## src/rtl/ch_aggregator.sv

```systemverilog
// ch_aggregator: on a cluster-head node, sums (saturated) and maxes the buffered member
// readings, writes both results back to memory, then marks aggregation complete in the flags word.
`default_nettype none

module ch_aggregator #(
  parameter int                  WORD_WIDTH = 16,
  parameter int                  ADDR_WIDTH = 11,
  parameter logic [ADDR_WIDTH-1:0] FLAGS_ADDR = 11'h001,
  parameter logic [ADDR_WIDTH-1:0] COUNT_ADDR = 11'h002,
  parameter logic [ADDR_WIDTH-1:0] SUM_ADDR   = 11'h003,
  parameter logic [ADDR_WIDTH-1:0] MAX_ADDR   = 11'h004,
  parameter logic [ADDR_WIDTH-1:0] PKT_BASE   = 11'h100,
  parameter int                  MAX_PKTS   = 16
) (
  input  logic                  clock,
  input  logic                  nrst,
  input  logic                  en,
  input  logic                  start,
  input  logic                  forAggregation,
  input  logic [WORD_WIDTH-1:0] data_in,
  output logic [ADDR_WIDTH-1:0] address,
  output logic                  wr_en,
  output logic [WORD_WIDTH-1:0] data_out,
  output logic                  busy,
  output logic                  done
);

  typedef enum logic [3:0] {
    S_IDLE     = 4'd0,
    S_CNT_WAIT = 4'd1,
    S_CNT_CAP  = 4'd2,
    S_PKT_WAIT = 4'd3,
    S_PKT_CAP  = 4'd4,
    S_WR_SUM   = 4'd5,
    S_WR_MAX   = 4'd6,
    S_FLG_WAIT = 4'd7,
    S_FLG_CAP  = 4'd8,
    S_WR_FLG   = 4'd9,
    S_DONE     = 4'd10
  } state_t;

  state_t                  r_state;
  logic [ADDR_WIDTH-1:0]   r_addr;
  logic [WORD_WIDTH-1:0]   r_dout;
  logic                    r_wr_en;
  logic                    r_done;
  logic [WORD_WIDTH+3:0]   r_acc;
  logic [WORD_WIDTH-1:0]   r_max;
  logic [4:0]              r_idx;
  logic [4:0]              r_cnt;

  logic [4:0]              w_cnt;
  logic [4:0]              w_idx_nxt;
  logic [WORD_WIDTH+3:0]   w_acc_nxt;
  logic [WORD_WIDTH-1:0]   w_max_nxt;
  logic [WORD_WIDTH-1:0]   w_sum_sat;
  logic [WORD_WIDTH-1:0]   w_flags;

  always_comb begin
    w_cnt     = (data_in[4:0] > 5'(MAX_PKTS)) ? 5'(MAX_PKTS) : data_in[4:0];
    w_idx_nxt = r_idx + 5'd1;
    w_acc_nxt = r_acc + {4'd0, data_in};
    w_max_nxt = (data_in > r_max) ? data_in : r_max;
    // Any bit above the word width means the sum no longer fits.
    w_sum_sat = (|w_acc_nxt[WORD_WIDTH+3:WORD_WIDTH]) ? {WORD_WIDTH{1'b1}}
                                                      : w_acc_nxt[WORD_WIDTH-1:0];
    w_flags    = data_in;
    w_flags[6] = 1'b0;
    w_flags[5] = 1'b1;
  end

  always_ff @(posedge clock or negedge nrst) begin
    if (!nrst) begin
      r_state <= S_IDLE;
      r_addr  <= '0;
      r_dout  <= '0;
      r_wr_en <= 1'b0;
      r_done  <= 1'b0;
      r_acc   <= '0;
      r_max   <= '0;
      r_idx   <= '0;
      r_cnt   <= '0;
    end else begin
      r_wr_en <= 1'b0;
      r_done  <= 1'b0;
      if (!en && r_state != S_IDLE) begin
        r_state <= S_IDLE;
      end else begin
        case (r_state)
          S_IDLE: begin
            if (start && en) begin
              if (forAggregation) begin
                r_addr  <= COUNT_ADDR;
                r_state <= S_CNT_WAIT;
              end else begin
                r_done  <= 1'b1;
                r_state <= S_DONE;
              end
            end
          end
          S_CNT_WAIT: r_state <= S_CNT_CAP;
          S_CNT_CAP: begin
            r_cnt <= w_cnt;
            r_idx <= '0;
            r_acc <= '0;
            r_max <= '0;
            if (w_cnt == 5'd0) begin
              r_addr  <= SUM_ADDR;
              r_dout  <= '0;
              r_wr_en <= 1'b1;
              r_state <= S_WR_SUM;
            end else begin
              r_addr  <= PKT_BASE;
              r_state <= S_PKT_WAIT;
            end
          end
          S_PKT_WAIT: r_state <= S_PKT_CAP;
          S_PKT_CAP: begin
            r_acc <= w_acc_nxt;
            r_max <= w_max_nxt;
            if (w_idx_nxt == r_cnt) begin
              r_addr  <= SUM_ADDR;
              r_dout  <= w_sum_sat;
              r_wr_en <= 1'b1;
              r_state <= S_WR_SUM;
            end else begin
              r_idx   <= w_idx_nxt;
              r_addr  <= PKT_BASE + ADDR_WIDTH'(w_idx_nxt);
              r_state <= S_PKT_WAIT;
            end
          end
          S_WR_SUM: begin
            r_addr  <= MAX_ADDR;
            r_dout  <= r_max;
            r_wr_en <= 1'b1;
            r_state <= S_WR_MAX;
          end
          S_WR_MAX: begin
            r_addr  <= FLAGS_ADDR;
            r_state <= S_FLG_WAIT;
          end
          S_FLG_WAIT: r_state <= S_FLG_CAP;
          S_FLG_CAP: begin
            r_dout  <= w_flags;
            r_wr_en <= 1'b1;
            r_state <= S_WR_FLG;
          end
          S_WR_FLG: begin
            r_done  <= 1'b1;
            r_state <= S_DONE;
          end
          S_DONE:  r_state <= S_IDLE;
          default: r_state <= S_IDLE;
        endcase
      end
    end
  end

  assign address  = r_addr;
  assign data_out = r_dout;
  assign wr_en    = r_wr_en;
  assign done     = r_done;
  assign busy     = (r_state != S_IDLE) && (r_state != S_DONE);

endmodule

`default_nettype wire

```

## config.mk

```make
export PLATFORM = sky130hd
export DESIGN_NAME = ch_aggregator
export DESIGN_NICKNAME = d
export VERILOG_FILES = /design/src/rtl/ch_aggregator.sv
export SDC_FILE = /design/constraint.sdc
export NUM_CORES = 1
export LEC_CHECK = 0
export CAP_MARGIN = 5
export CORE_ASPECT_RATIO = 0.5
export CORE_MARGIN = 1
export CORE_UTILIZATION = 35
export DETAILED_ROUTE_END_ITERATION = 12
export HOLD_SLACK_MARGIN = 0.05
export PLACE_DENSITY = 0.61
export SLEW_MARGIN = 20
export SYNTH_ARGS = -nofsm -noshare
export SYNTH_HDL_FRONTEND = slang
export SYNTH_SLANG_ARGS = --single-unit
```

## constraint.sdc

```tcl
create_clock -name clock -period 2.76 [get_ports clock]
set_input_delay 0.276 -clock clock [delete_from_list [all_inputs] [get_ports clock]]
set_output_delay 0.276 -clock clock [all_outputs]
set_load 0.05 [all_outputs]
```

==> results_dict.tcl <==
set metrics [dict create \
    critical-path-top-delay-family "compound AO/OA/AOI/OAI gates" \
    coreArea_um2 13700 \
    yosysMostFrequentCell "dfrtp_1" \
    synth_area_leaders "dfrtp_1, ha_1, nand2_1" \
    vias 4446 \
    die_height_um 86.0 \
    synth.cells.most_frequent "dfrtp_1, nand2_1, a21oi_1" \
    portBuffers 45 \
    insertion_delay_ns 0.34 \
    ys.flop_type "dfrtp_1" \
    end_kind "flop" \
    async_flop_share_pct 100 \
    synth_area_um2 4940 \
    period_minus_slack_ns 2.68 \
    drt-total-wl_mm 14.2 \
    dpl.hpwl_mm 10.2 \
    crit_path_start_kind "flop" \
    grt_pass1_vias 4324 \
    wl_met3_um 714 \
    grt_util_all_layers_pct 20.6 \
    setup_slack_ns 0.0843 \
    ios 51 \
    cap_viol_max_count 0 \
    yosys_warnings 0 \
    ys_seq_elements 74 \
    synth-edff-count 0 \
    max_freq_mhz 374 \
    synth-seq-area-share_pct 37.5 \
    place_area_um2 6040 \
    synth_top_area_share_pct 37.5 \
    drive_gt1_share_pct 20.9 \
    synth_top_cell_by_area "dfrtp_1" \
    required_ns 2.97 \
    fin_skew_ns 0.0110 \
    grt_max_degree 75 \
    wl_met1_mm 7.06 \
    critical_path_class "reg2reg" \
    cts_tree "built" \
    cpMostUsedCell "o211ai_1" \
    antenna_left 0 \
    dp_slack_ns -0.443 \
    drc 0 \
    powerDensity_nw_per_um2 801 \
    critical_path.cell_chain "ha_2 > fa_2 > a211oi_2 > buf_4 > o211ai_1 > a21oi_1 > a31o_2 > mux2i_2 > a221oi_4 > buf_6 > o211ai_1" \
    ys_types 72 \
    hold_viol_final 0 \
    cts_htree_levels 3 \
    peakVddDrop_uv 317 \
    cp_slowest_stage_delay_ns 0.41 \
    power_leakage_nw 3.00 \
    slew_viol_final 0 \
    rsz0062_at_grt "true" \
    hold_class "in2async" \
    finalSetupViolations 0 \
    wl_per_cell_um 17.2 \
    nNetsFinal 683 \
    wl_met2_mm 6.14 \
    syn_to_final_growth_pct 30.6 \
    rows 30 \
    antenna_found_initial 0 \
    max-slew-margin-rel_pct 32.5 \
    cts.sinks 74 \
    avgViaCountPerCell 5.39 \
    crit_buf_inv 2 \
    routed.top_layer "met4" \
    cts_buffers 9 \
    post-route-util_pct 47.2 \
    gp_congestion 0.841 \
    die_w_um 170 \
    dieArea_um2 14600 \
    clockBufferDepth 2 \
    firstDrtPassIters 5 \
    worst_pin_slew_ns 1.01 \
    critPathArrivalTime_ns 2.88 \
    final_area_um2 6450 \
    totalPowerFinal_mw 5.17 \
    avgSynthCellArea_um2 9.46 \
    crit_fanout 5 \
    ctsRootBufferMaster "clkbuf_16" \
    cp_slowest_cell "a221oi_4" \
    grt.overflow.total 0 \
    fin_crit_sh_pct 96.9 \
    outcome "completed" \
    clkTransAtPathRegs_ns 0.06 \
    diodes 0 \
    postSynthCellCount 522 \
    drt_iter0_drc 379 \
    initial_core_util_pct 36.2 \
    grt_pass1_wl_mm 23.3 \
]
-- worst reg2reg max path, delay by kind of cell, from the launching register on --
kind / cells / cell delay [ns]
buffers and inverters: 2 / 0.33
adders and majority gates: 2 / 0.54
AOI/OAI and AO/OA: 6 / 1.19
DFF: 1 / 0.39
muxes: 1 / 0.10
-- layout make-up --
type	count	area [µm²]
fillers	1321	7210
clock buffers	9	225
well taps	192	240
repair buffers	120	1040
multi-input cells	399	2890
flip-flops and latches	74	1850
clock inverters	7	116
inverters	24	90.1
-- flip-flops by register name, indices dropped and copies added (netlist names) --
name / flops
r_cnt: 5
r_idx: 5
r_acc: 20
wr_en: 1
data_out: 16
address: 6
done: 1
r_state: 4
r_max: 16
-- repair_timing --
| action | CTS | global route |
|---|---|---|
| buffers inserted | 0 | 4 |
| pin swaps | 3 | 4 |
| setup endpoints to repair | 17 | 31 |
| cloned | 1 | 0 |
| gates resized for setup | 9 | 2 |
| hold buffers | 0 | 0 |
-- per-stage QoR --
stage	hold WS (ns)	TNS, ns	std cells
floorplan	-0.0196	0	526
global placement	0.468	-11.10	804
detailed placement	0.475	-11.04	804
CTS	0.148	0	821
global route	0.173	-0.241	825
finish	0.0838	0	825
-- layout by cell type (no fill, tap or decap), types with 8 or more instances in the layout --
cell,instances
a222oi_1,11
nor3_1,8
nand2_1,57
clkbuf_16,9
a21oi_1,40
clkdlybuf4s50_1,42
xor2_1,8
o21ai_0,29
mux2_2,14
xnor2_1,13
a22o_1,16
buf_4,72
dfrtp_1,74
ha_1,32
inv_1,24
o211ai_1,20
nor2_1,32
a21o_1,8
-- final timing paths --
path                            start           to  slack [ns]  depth (start not counted)
setup / recovery             r_acc[0]  data_out[7]        0.08                         11
hold / removal                   nrst   address[1]        0.08                          1
setup reg to reg             r_acc[0]  data_out[7]        0.08                         11
hold reg to reg            address[4]   address[4]        0.48                          2
max in group asynchronous        nrst     r_acc[3]        2.00                          1
min in group clock         address[4]   address[4]        0.48                          2
-- logic make-up (layout without fill, tap and decap cells) --
family	after synthesis	count (layout)	synth area share [%]
mux	19	19	4.36
other cells	1	5	0.0759
flops	74	74	37.5
simple gates	144	144	14.0
buf+inv	53	160	4.91
compound gates	174	174	25.7
xor+xnor	23	23	4.69
fa+ha+maj	34	34	8.76
-- layer usage --
layer	up-vias	GRT usage, %
li1	2140	-
met2	119	30.6
met3	15	4.48
met5	-	0
met1	2172	29.7
met4	0	6.63
-- power breakdown --
part / switching, mW / leakage (nW) / internal [mW]
combinational: 1.27 / 1.83 / 0.963
sequential: 0.184 / 1.01 / 1.36
clock: 0.505 / 0.166 / 0.884
Note: power is estimated with default switching activity, not from simulation.
